===== src/rtl/inst_fetch_pkg.sv =====
// Shared definitions for the instruction fetch slice: fetch FSM states and
// the instruction word width.
package inst_fetch_pkg;

    localparam int INST_WIDTH = 32;

    typedef enum logic [1:0] {
        IDLE  = 2'd0,
        FETCH = 2'd1,
        DRAIN = 2'd2
    } fetch_state_e;

endpackage


===== src/rtl/inst_queue.sv =====
// Synchronous circular FIFO of {pc, inst} entries. It has power-of-two depth,
// wrapping head/tail pointers and an explicit occupancy count.
module inst_queue
    import inst_fetch_pkg::*;
#(
    parameter int DEPTH = 4
)(
    input  logic                    clk_in,
    input  logic                    rst_in,
    input  logic                    push,
    input  logic                    pop,
    input  logic                    clear,
    input  logic [2*INST_WIDTH-1:0] push_data,
    output logic                    full,
    output logic                    empty,
    output logic [2*INST_WIDTH-1:0] head_data
);

    localparam int PTR_W = $clog2(DEPTH);

    logic [2*INST_WIDTH-1:0] slots [DEPTH];
    logic [PTR_W-1:0]        head;
    logic [PTR_W-1:0]        tail;
    logic [PTR_W:0]          count;
    logic                    do_push;
    logic                    do_pop;

    assign full      = (count == (PTR_W+1)'(DEPTH));
    assign empty     = (count == '0);
    assign do_pop    = pop && !empty;
    assign do_push   = push && (!full || do_pop);
    assign head_data = slots[head];

    always_ff @(posedge clk_in) begin
        if (!rst_in || clear) begin
            head  <= '0;
            tail  <= '0;
            count <= '0;
        end else begin
            if (do_push)
                tail <= tail + PTR_W'(1);
            if (do_pop)
                head <= head + PTR_W'(1);
            case ({do_push, do_pop})
                2'b10:   count <= count + (PTR_W+1)'(1);
                2'b01:   count <= count - (PTR_W+1)'(1);
                default: ;
            endcase
        end
    end

    // Storage carries no reset; only the pointers define which slots are live.
    always_ff @(posedge clk_in) begin
        if (do_push && !clear)
            slots[tail] <= push_data;
    end

endmodule


===== src/rtl/inst_fetch.sv =====
// Instruction fetch stage. It reads four bytes per instruction from the
// byte-wide memory port, assembles them little-endian and queues {pc, inst}
// for decode.
module inst_fetch
    import inst_fetch_pkg::*;
#(
    parameter int          QUEUE_DEPTH = 4,
    parameter logic [31:0] RESET_PC    = 32'h0
)(
    input  logic        clk_in,
    input  logic        rst_in,
    input  logic        rdy_in,
    input  logic [7:0]  mem_din,
    output logic [31:0] mem_a_out,
    output logic        mem_req_out,
    input  logic        flush_in,
    input  logic [31:0] flush_pc_in,
    output logic        out_valid,
    input  logic        out_ready,
    output logic [31:0] out_inst,
    output logic [31:0] out_pc
);

    fetch_state_e            state;
    fetch_state_e            state_next;
    logic [31:0]             pc;
    logic [31:0]             fetch_addr;
    logic [1:0]              issue_cnt;
    logic [1:0]              issue_cnt_next;
    logic [1:0]              recv_cnt;
    logic [23:0]             low_bytes;
    logic                    fetch_req;
    logic                    drain_push;
    logic                    q_push;
    logic                    q_pop;
    logic                    q_clear;
    logic                    q_full;
    logic                    q_empty;
    logic [2*INST_WIDTH-1:0] q_head;

    // Byte 0 goes out from IDLE, so one instruction costs five cycles in total.
    always_comb begin
        state_next     = state;
        issue_cnt_next = issue_cnt;
        fetch_req      = 1'b0;
        fetch_addr     = pc;
        drain_push     = 1'b0;
        case (state)
            IDLE: begin
                if (!q_full) begin
                    fetch_req      = 1'b1;
                    issue_cnt_next = 2'd1;
                    state_next     = FETCH;
                end
            end
            FETCH: begin
                fetch_req      = 1'b1;
                fetch_addr     = pc + {30'd0, issue_cnt};
                issue_cnt_next = issue_cnt + 2'd1;
                if (issue_cnt == 2'd3)
                    state_next = DRAIN;
            end
            DRAIN: begin
                drain_push = 1'b1;
                state_next = IDLE;
            end
            default: state_next = IDLE;
        endcase
    end

    assign recv_cnt    = issue_cnt - 2'd1;
    assign mem_req_out = rst_in && rdy_in && fetch_req;
    assign mem_a_out   = mem_req_out ? fetch_addr : 32'd0;

    assign q_clear = rdy_in && flush_in;
    assign q_push  = rdy_in && !flush_in && drain_push;
    assign q_pop   = rdy_in && !flush_in && out_ready;

    // A pause or a flush abandons the partial word and restarts from IDLE.
    always_ff @(posedge clk_in) begin
        if (!rst_in) begin
            state     <= IDLE;
            pc        <= RESET_PC;
            issue_cnt <= 2'd0;
            low_bytes <= 24'd0;
        end else if (!rdy_in) begin
            state     <= IDLE;
            issue_cnt <= 2'd0;
        end else if (flush_in) begin
            state     <= IDLE;
            pc        <= flush_pc_in;
            issue_cnt <= 2'd0;
        end else begin
            state     <= state_next;
            issue_cnt <= issue_cnt_next;
            if (state == FETCH) begin
                case (recv_cnt)
                    2'd0:    low_bytes[7:0]   <= mem_din;
                    2'd1:    low_bytes[15:8]  <= mem_din;
                    2'd2:    low_bytes[23:16] <= mem_din;
                    default: ;
                endcase
            end
            if (state == DRAIN)
                pc <= pc + 32'd4;
        end
    end

    inst_queue #(
        .DEPTH(QUEUE_DEPTH)
    ) u_queue (
        .clk_in    (clk_in),
        .rst_in    (rst_in),
        .push      (q_push),
        .pop       (q_pop),
        .clear     (q_clear),
        .push_data ({pc, mem_din, low_bytes}),
        .full      (q_full),
        .empty     (q_empty),
        .head_data (q_head)
    );

    assign out_valid = !q_empty;
    assign out_pc    = q_empty ? 32'd0 : q_head[2*INST_WIDTH-1:INST_WIDTH];
    assign out_inst  = q_empty ? 32'd0 : q_head[INST_WIDTH-1:0];

endmodule


===== config.mk =====
export PLATFORM = sky130hd
export DESIGN_NAME = inst_fetch
export DESIGN_NICKNAME = d
export VERILOG_FILES = /design/src/rtl/inst_fetch_pkg.sv /design/src/rtl/inst_queue.sv /design/src/rtl/inst_fetch.sv
export SDC_FILE = /design/constraint.sdc
export NUM_CORES = 1
export LEC_CHECK = 0
export BUFFER_PORTS_ARGS = -buffer_cell sky130_fd_sc_hd__buf_2
export CELL_PAD_IN_SITES_DETAIL_PLACEMENT = 1
export CELL_PAD_IN_SITES_GLOBAL_PLACEMENT = 1
export CORE_MARGIN = 3
export CORE_UTILIZATION = 44
export DETAILED_ROUTE_END_ITERATION = 10
export PLACE_DENSITY_LB_ADDON = 0.1
export SLEW_MARGIN = 20
export SYNTH_ARGS = -nofsm -noshare
export SYNTH_HDL_FRONTEND = slang
export SYNTH_SLANG_ARGS = --single-unit

===== constraint.sdc =====
create_clock -name clk_in -period 3.6 [get_ports clk_in]
set_input_delay 0.72 -clock clk_in [delete_from_list [all_inputs] [get_ports clk_in]]
set_output_delay 0.72 -clock clk_in [all_outputs]
set_load 0.02 [all_outputs]

==> flow_summary.ini, run 1 <==
[run_status]
status = completed

[sta]
finClkSkew_ps = 18.8
slew_headroom = 0.278
worst_hold_slack_ps = 480
drv_slew = 0
finalHoldViolCount = 0
period_needed_ps = 3450
max_freq_mhz = 290
max_slew.worst_pin.slew_ps = 1080
finalSetupTns_ps = 0
setup_viol = 0
fin_crit_sh = 0.959

[global_routing]
grt_max_degree = 53
antenna_found_initial = 0
grt-ovfl-total = 0
grt_pass1_wl_um = 54300
grt_util_all_layers = 0.209
grt_pass1_vias = 9078

[place]
dpl-instance-area_um2 = 15200
place_hpwl_um = 23100
gp_congestion = 0.876
port_buffers = 142

[hold_path]
min-delay-start = flush_pc_in[25]
hp-class = in -> reg
hold_end = pc[25]$_SDFFE_PN0P_
hold_depth = 3

[pwr]
power_density_nw_per_um2 = 483
peakVddDrop_mv = 0.364
power_leakage_nw = 6.01

[critical_path]
worst_r2r_endpoint = u_queue.count[2]$_SDFFE_PP0P_
r2r-start = u_queue.count[1]$_SDFFE_PP0P_
r2r_cells = 8
crit_start = pc[5]$_SDFFE_PN0P_
rrSetupSlack_ps = 870
crit_fanout = 11
crit_path_end_kind = output pin
critPathLaunchType = flip-flop
worstPathArrival_ps = 2730
crit_type = reg -> out
worstPathRequired_ps = 2880

[cts]
clk_latency_ps = 520
clk_pin_slew_ps = 60
clockBufferDepth = 3
htreeDepth = 2
cts_buffers = 36
root_buffer = clkbuf_16
cts_tree = done
clkSinkCount = 325

[logic_synthesis]
seq_area_frac_synth = 0.654
synth_top_cell_area_share = 0.554
synth_cell_type_count = 60
synth_fp_nets = 1004
ys_ff_latch = 325
yosysTopAreaCell = edfxtp_1
synth_edf_count = 256
synthTopCellsByArea = edfxtp_1, mux4_2, dfxtp_1
synthCells = 945
dominantRegCellSynth = edfxtp_1
ys_top_cells_by_count = edfxtp_1, nor2_1, and2_1
yosysMostFrequentCell = edfxtp_1
async_flop_share = 0
syn_area_um2 = 13900
synth_area_per_cell_um2 = 14.7
ys.warnings.count = 0

[cells_and_area]
antenna_cells = 0
finalInstanceArea_um2 = 16500
drive_above_1_share = 0.299
multi_input_area_um2 = 4530
ff_latch_area_um2 = 9080
synthToLayoutAreaGrowth_pct = 19.0
fill_cells = 3030
nNetsFinal = 1175

[floorplan]
die_w_um = 184
num_rows = 64
start_util = 0.450
die_h_um = 184
core-area_um2 = 30800
dieArea_um2 = 33700
pin_count = 143

[run]
maxCapViolCount = 0

[drt]
drtAntennaViolNets = 0
vias_per_cell = 5.55
vias = 8552
first_pass_iters = 5
wirelength_um = 34900
wl_per_cell_um = 22.7
route.detailed.drc = 0
drt-initial-drc-count = 651
==> cell type report <==
cell class / instances / area share
flip-flops and latches: 325 / 0.550
multi-input cells: 546 / 0.274
repair buffers: 189 / 0.0690
clock buffers: 55 / 0.0639
well taps: 396 / 0.0300
clock inverters: 11 / 0.00871
inverters: 18 / 0.00409
==> sequential cells by signal, indices dropped and copies added, names as in the netlist, named ones only <==
register / count
u_queue.slots: 256
u_queue.tail: 2
u_queue.count: 3
issue_cnt: 2
low_bytes: 24
pc: 32
state: 2
u_queue.head: 2
==> per-layer routing <==
metal | global-route usage | wire length (µm) | share of wire | vias to the layer above
met4 | 0.0515 | 641 | 0.018 | 0
li1 | - | - | - | 3918
met5 | 0 | 0 | 0 | -
met1 | 0.290 | 15700 | 0.45 | 4334
met2 | 0.350 | 16900 | 0.48 | 252
met3 | 0.0315 | 1700 | 0.049 | 48
==> worst max-delay path, cell delays in order, from the launching register on <==
cell	delay (ps)
dfxtp_1	550
nand4_1	260
or4_4	670
clkbuf_4	210
nor3_2	170
xnor2_1	160
nor2_2	40
buf_2	160
==> through the flow <==
stage,setup WS (ps),util,std cells,total power [mW]
floorplan,508,-,945,4.27
global placement,492,0.494,1468,4.38
detailed placement,408,0.494,1468,4.38
CTS,11.4,0.534,1536,8.06
global route,-10.3,0.536,1540,8.25
finish,146,0.536,1540,7.98
==> timing repair <==
| item | in CTS | in global routing |
|---|---|---|
| hold buffers | 0 | 0 |
| resized for setup | 2 | 9 |
| endpoints found under the setup margin | 8 | 7 |
| buffers inserted | 2 | 4 |
| pin swaps | 1 | 2 |
==> kinds of logic after synthesis <==
family / after synthesis / share of synthesized area
adder cells (fa/ha/maj): 14 / 0.0137
XOR/XNOR: 40 / 0.0252
buffers and inverters: 74 / 0.0223
flip-flops: 325 / 0.654
AND/OR/NAND/NOR: 302 / 0.114
multiplexers: 90 / 0.123
AO/OA/AOI/OAI: 100 / 0.0486
==> report_power, final <==
part,internal (mW),switching [mW],total (mW)
registers,4.04,0.0410,4.08
clock network,2.25,1.43,3.67
logic,0.0799,0.142,0.222
total,6.37,1.61,7.98
==> placed cells by master, fill, tap and decap left out, types with 27 or more instances in the layout <==
master	count
a21oi_1	27
nand2_1	44
nor2_1	91
buf_4	40
and2_1	69
mux4_2	64
edfxtp_1	256
buf_2	142
clkbuf_16	38
dfxtp_1	60
==> how the worst max path moves through the flow <==
stage / to / slack, ps / cells past startpoint
after floorplan: u_queue.slots[0][0]$_DFFE_PP_ / 510 / 5
after global placement: mem_a_out[30] / 490 / 7
after detailed placement: mem_a_out[30] / 410 / 7
after CTS: mem_a_out[30] / 10 / 7
after global routing: mem_a_out[22] / -10 / 7
final: mem_a_out[22] / 150 / 7
(Power assumes the default switching activity.)
==> run 2, diff against run 1 <==
- GPL_TIMING_DRIVEN: unset -> 0
==> run 2 against run 1 <==
Net effect:
- clock skew decreased by 1.8 ps
- die area unchanged
- total power decreased by 4.1%
- sequential cell count unchanged
- first-iteration DRC count decreased by 20%
- register-to-register slack got worse by 580 ps
- clock power decreased by 9.0%
- core utilization decreased by 0.51 points
- critical path depth increased by 2
- via count increased by 0.99%
- critical path type unchanged
==> flow_summary.ini, run 2 (synthesized netlist as in run 1, its figures left out) <==
[place]
dp_slack_ps = -302
place_hpwl_um = 24100
dpl.cell_count = 1485
gp_congestion = 0.872
port_buffers = 140

[run]
maxCapViolCount = 0

[sta]
max_slew.worst_pin.slew_ps = 944
period_needed_ps = 3470
drv_slew = 0
setup_viol = 0
slew_headroom = 0.371
finalHoldViolCount = 0
finalWorstSetupSlack_ps = 128
rsz0062_at_grt = false
worst_hold_slack_ps = 481
fin_crit_sh = 0.964
max_freq_mhz = 288
finClkSkew_ps = 17.0

[cells_and_area]
top_register = u_queue.slots
reg.largest.list = u_queue.slots: 256 flops, pc: 32 flops, low_bytes: 24 flops
final_cells = 1551
antenna_cells = 0
nNetsFinal = 1188
fill_cells = 3067
layout_commonest_cell = edfxtp_1
largest_reg_flops = 256
drive_above_1_share = 0.275
final_core_util = 0.530
synthToLayoutAreaGrowth_pct = 17.9
final_cell_mix = edfxtp_1, buf_2, nor2_1

[floorplan]
dieArea_um2 = 33700
core-area_um2 = 30800
die_h_um = 184
num_rows = 64
pin_count = 143
start_util = 0.450
die_w_um = 184

[critical_path]
slowest_stage = or4_4
crit_fanout = 10
max_stage_delay_ps = 600
worstPathArrival_ps = 2750
cp_common_cell = buf_6
cp_cell_sequence = ha_4, nand4_1, or4_4, buf_6, buf_6, nor3_2, xnor2_1, nor2_2, buf_2
crit_type = reg -> out
critPathLaunchType = flip-flop
crit_path_end_kind = output pin
worstPathRequired_ps = 2880

[drt]
vias = 8637
wirelength_um = 35500
drt-initial-drc-count = 521
vias_per_cell = 5.57
drtAntennaViolNets = 0
wl_per_cell_um = 22.9
first_pass_iters = 5
route.detailed.drc = 0

[cts]
hold_buffers = 0
clockBufferDepth = 3
root_buffer = clkbuf_16
htreeDepth = 2
clkSinkCount = 325
clk_pin_slew_ps = 60
clk_latency_ps = 510
cts_tree = done
cts_buffers = 35

[global_routing]
grt_util_all_layers = 0.212
antenna_found_initial = 0
grt_pass1_vias = 9004
grt_pass1_wl_um = 54600
grt_max_degree = 40
grt-ovfl-total = 0

[pwr]
peakVddDrop_mv = 0.407
power_leakage_nw = 5.89
power_density_nw_per_um2 = 468
total_power_mw = 7.65

[hold_path]
hp-class = in -> reg

[run_status]
status = completed
-- run 2: changes by cell type in the layout (fill, tap and decap cells not counted), moves of 3 or more --
cell      change
and2_2        -3
and2_4        +4
buf_12        -4
buf_2         +7
buf_4        -33
buf_6         +3
clkbuf_1     +35
clkbuf_8      -4
clkinv_1      +7
dfxtp_1       -7
dfxtp_2       +7
-- run 2: cell type report --
| class | instances | area, µm² | share of cell area |
|---|---|---|---|
| plain buffers | 53 | 246 | 0.0151 |
| clock buffers | 50 | 975 | 0.0596 |
| clock inverters | 13 | 87.6 | 0.00536 |
| inverters | 18 | 67.6 | 0.00413 |
| multi-input cells | 546 | 4550 | 0.278 |
| flip-flops and latches | 325 | 9090 | 0.556 |
| well taps | 396 | 495 | 0.0303 |
| repair buffers | 150 | 841 | 0.0514 |
-- run 2: metrics by stage --
stage	area [µm²]	setup TNS, ps
6_report	16400	0
5_1_grt	16400	0
4_1_cts	16300	0
3_5_place_dp	15200	-38980
3_3_place_gp	15100	-238870
2_1_floorplan	13900	0
-- run 2: where the power goes --
| group | total, mW | switching (mW) | internal (mW) |
|---|---|---|---|
| clock | 3.34 | 1.38 | 1.96 |
| sequential | 4.10 | 0.0534 | 4.04 |
| combinational | 0.213 | 0.139 | 0.0744 |
-- run 2: timing repair --
action                     in CTS  in global routing
gates resized for setup         7                 28
setup endpoints to repair      20                 14
pin swaps                       2                  0
setup buffers                   3                  3
-- run 2: path summary, 6_finish.rpt --
check	from	end	slack (ps)	depth (start not counted)
hold reg to reg	pc[4]$_SDFFE_PN0P_	u_queue.slots[3][36]$_DFFE_PP_	490	0
setup / recovery	pc[3]$_SDFFE_PN0P_	mem_a_out[22]	130	9
hold / removal	flush_pc_in[0]	pc[0]$_SDFFE_PN0P_	480	3
setup reg to reg	state[1]$_SDFFE_PP0P_	u_queue.slots[1][36]$_DFFE_PP_	290	5
-- run 2: per-layer routing --
metal | wire, µm | global-route usage | share of wire | vias up
met3 | 1560 | 0.0305 | 0.044 | 39
li1 | - | - | - | 3954
met1 | 15900 | 0.294 | 0.45 | 4379
met2 | 17600 | 0.363 | 0.49 | 265
met5 | 0 | 0 | 0 | -
met4 | 529 | 0.0424 | 0.015 | 0
-- run 2: critical path, delay by kind of cell (launching register included) --
kind / cells / cell delay (ps)
xor gates and xnor gates: 1 / 170
adders and majority gates: 1 / 200
buffers and inverters: 3 / 460
DFF: 1 / 430
and+or+nand+nor: 4 / 970
==> run 3, diff against run 2 <==
- ABC_AREA: unset -> 1
- CORE_UTILIZATION: 44 -> 41
- MAX_ROUTING_LAYER: unset -> met4
==> run 3 against run 2 <==
Net effect:
- core utilization is 3.4 points lower
- critical path depth is 3 lower
- synthesized cell count is 59% higher
- total power is 3.2% higher
- largest cell class unchanged
- highest routed layer unchanged
- final area is 5.1% higher
- wire length is 23% higher
- worst hold slack worse by 11 ps
- clock power is 7.2% higher
- count of clock-buffer cells in the layout is 1 lower
- combinational power is 5% higher
==> flow_summary.ini, run 3 <==
[sta]
finClkSkew_ps = 15.5
fin_crit_sh = 0.950
rsz0062_at_grt = false
slew_headroom = 0.462
drv_slew = 0
max_slew.worst_pin.slew_ps = 805
finalHoldViolCount = 0
setup_viol = 0
finalWorstSetupSlack_ps = 181
period_needed_ps = 3420
max_freq_mhz = 292

[cells_and_area]
synthToLayoutAreaGrowth_pct = 19.3
final_cell_mix = nor2_1, edfxtp_1, o21ai_0
antenna_cells = 0
reg.largest.list = u_queue.slots: 256 flops, pc: 32 flops, low_bytes: 24 flops
nNetsFinal = 1754
finalInstanceArea_um2 = 17200
layout_commonest_cell = nor2_1
drive_above_1_share = 0.166
top_register = u_queue.slots
largest_reg_flops = 256

[place]
dp_slack_ps = 259
place_hpwl_um = 30900
dpl-instance-area_um2 = 16000
port_buffers = 142
gp_congestion = 0.838

[logic_synthesis]
synthCells = 1503
ys_ff_latch = 325
ys_top_cells_by_count = nor2_1, edfxtp_1, o21ai_0
synthTopCellsByArea = edfxtp_1, nor2_1, dfxtp_1
synth_area_per_cell_um2 = 9.59
synth_top_cell_area_share = 0.534
async_flop_share = 0
yosysTopAreaCell = edfxtp_1
synth_edf_count = 256
synth_cell_type_count = 37
seq_area_frac_synth = 0.629
dominantRegCellSynth = edfxtp_1
ys.warnings.count = 0
yosysMostFrequentCell = nor2_1
syn_area_um2 = 14400
synth_fp_nets = 1562

[global_routing]
grt-ovfl-total = 0
grt_max_degree = 23
grt_util_all_layers = 0.236
grt_pass1_wl_um = 67700
antenna_found_initial = 0
grt_pass1_vias = 12134

[cts]
cts_tree = done
clk_pin_slew_ps = 50
cts_buffers = 36
cts_setup_buffers = 0
htreeDepth = 2
ctsResizeCount = 3
hold_buffers = 0
root_buffer = clkbuf_16
clockBufferDepth = 3
clkSinkCount = 325
clk_latency_ps = 520

[critical_path]
worstPathRequired_ps = 2880
critPathLaunchType = flip-flop
crit_type = reg -> out
worstPathArrival_ps = 2700
crit_fanout = 10
crit_path_end_kind = output pin

[drt]
drtAntennaViolNets = 0
vias_per_cell = 5.26
wirelength_um = 43800
first_pass_iters = 5
wl_per_cell_um = 20.1
vias = 11455
drt-initial-drc-count = 751
route.detailed.drc = 0

[floorplan]
pin_count = 143
num_rows = 68
start_util = 0.416
die_w_um = 193
dieArea_um2 = 37400
core-area_um2 = 34600
die_h_um = 193

[pwr]
peakVddDrop_mv = 0.257
power_leakage_nw = 6.33
power_density_nw_per_um2 = 459
total_power_mw = 7.90

[run]
maxCapViolCount = 0

[hold_path]
hp-class = in -> reg

[run_status]
status = completed
[run 3: changes by cell type in the layout (fill, tap and decap cells not counted), sizes merged, moves of 9 or more]
cell   before  now
o21ai      16  196
mux4       64    0
buf       164  192
inv        18   80
nor2       93  439
xnor2      25    1
nand3      24   50
and2       73    2
nor3       23    6
mux2i      26    0
a21oi      27  121
a22oi      11    0
nand2      44  163
nand4      13    4
[run 3: cell type report]
cell class              count  area [µm²]
plain buffers              74         325
clock buffers              49        1000
clock inverters            16         149
fillers                  3974       17400
inverters                  81         304
multi-input cells        1023        4760
flip-flops and latches    325        9070
well taps                 455         569
repair buffers            154        1000
[run 3: final timing paths]
kind,slack (ps),start,endpoint,cells past startpoint
max reg2reg,990,state[1]$_SDFFE_PP0P_,u_queue.slots[0][49]$_DFFE_PP_,7
min,470,flush_pc_in[0],pc[0]$_SDFFE_PN0P_,3
min reg2reg,490,u_queue.head[1]$_SDFFE_PP0P_,flip-flop,2
max,180,flip-flop,out_pc[10],6
[run 3: through the flow]
step	util	instances	hold WS (ps)	setup TNS, ps
CTS	0.496	2177	454	0
floorplan	-	1503	436	-190260
global route	0.496	2177	477	0
finish	0.496	2177	470	0
global placement	0.453	2100	454	-867290
detailed placement	0.462	2112	486	0
[run 3: cell families (layout without fill, tap and decap cells)]
kind of cell / after synthesis / in the layout / share of synthesized area
compound gates: 333 / 333 / 0.119
xor+xnor: 8 / 8 / 0.00486
fa+ha+maj: 14 / 14 / 0.0132
buf+inv: 155 / 374 / 0.0433
flops: 325 / 325 / 0.629
simple gates: 668 / 668 / 0.190
[run 3: worst max-delay path, stage by stage, from the launching register on]
cell      delay [ps]
dfxtp_1          350
inv_2             70
clkbuf_1         530
clkbuf_1         440
o21ai_0          180
a21oi_1          390
buf_2            240
[run 3: where the power goes]
group,internal (mW),switching [mW]
clock network,2.11,1.47
registers,4.04,0.0551
logic,0.0732,0.151
total,6.22,1.68
[run 3: layer usage]
metal | global-route usage | wire [µm]
met5 | - | 0
met4 | 0.0485 | 809
met3 | 0.0258 | 1800
met2 | 0.408 | 21800
met1 | 0.305 | 19500
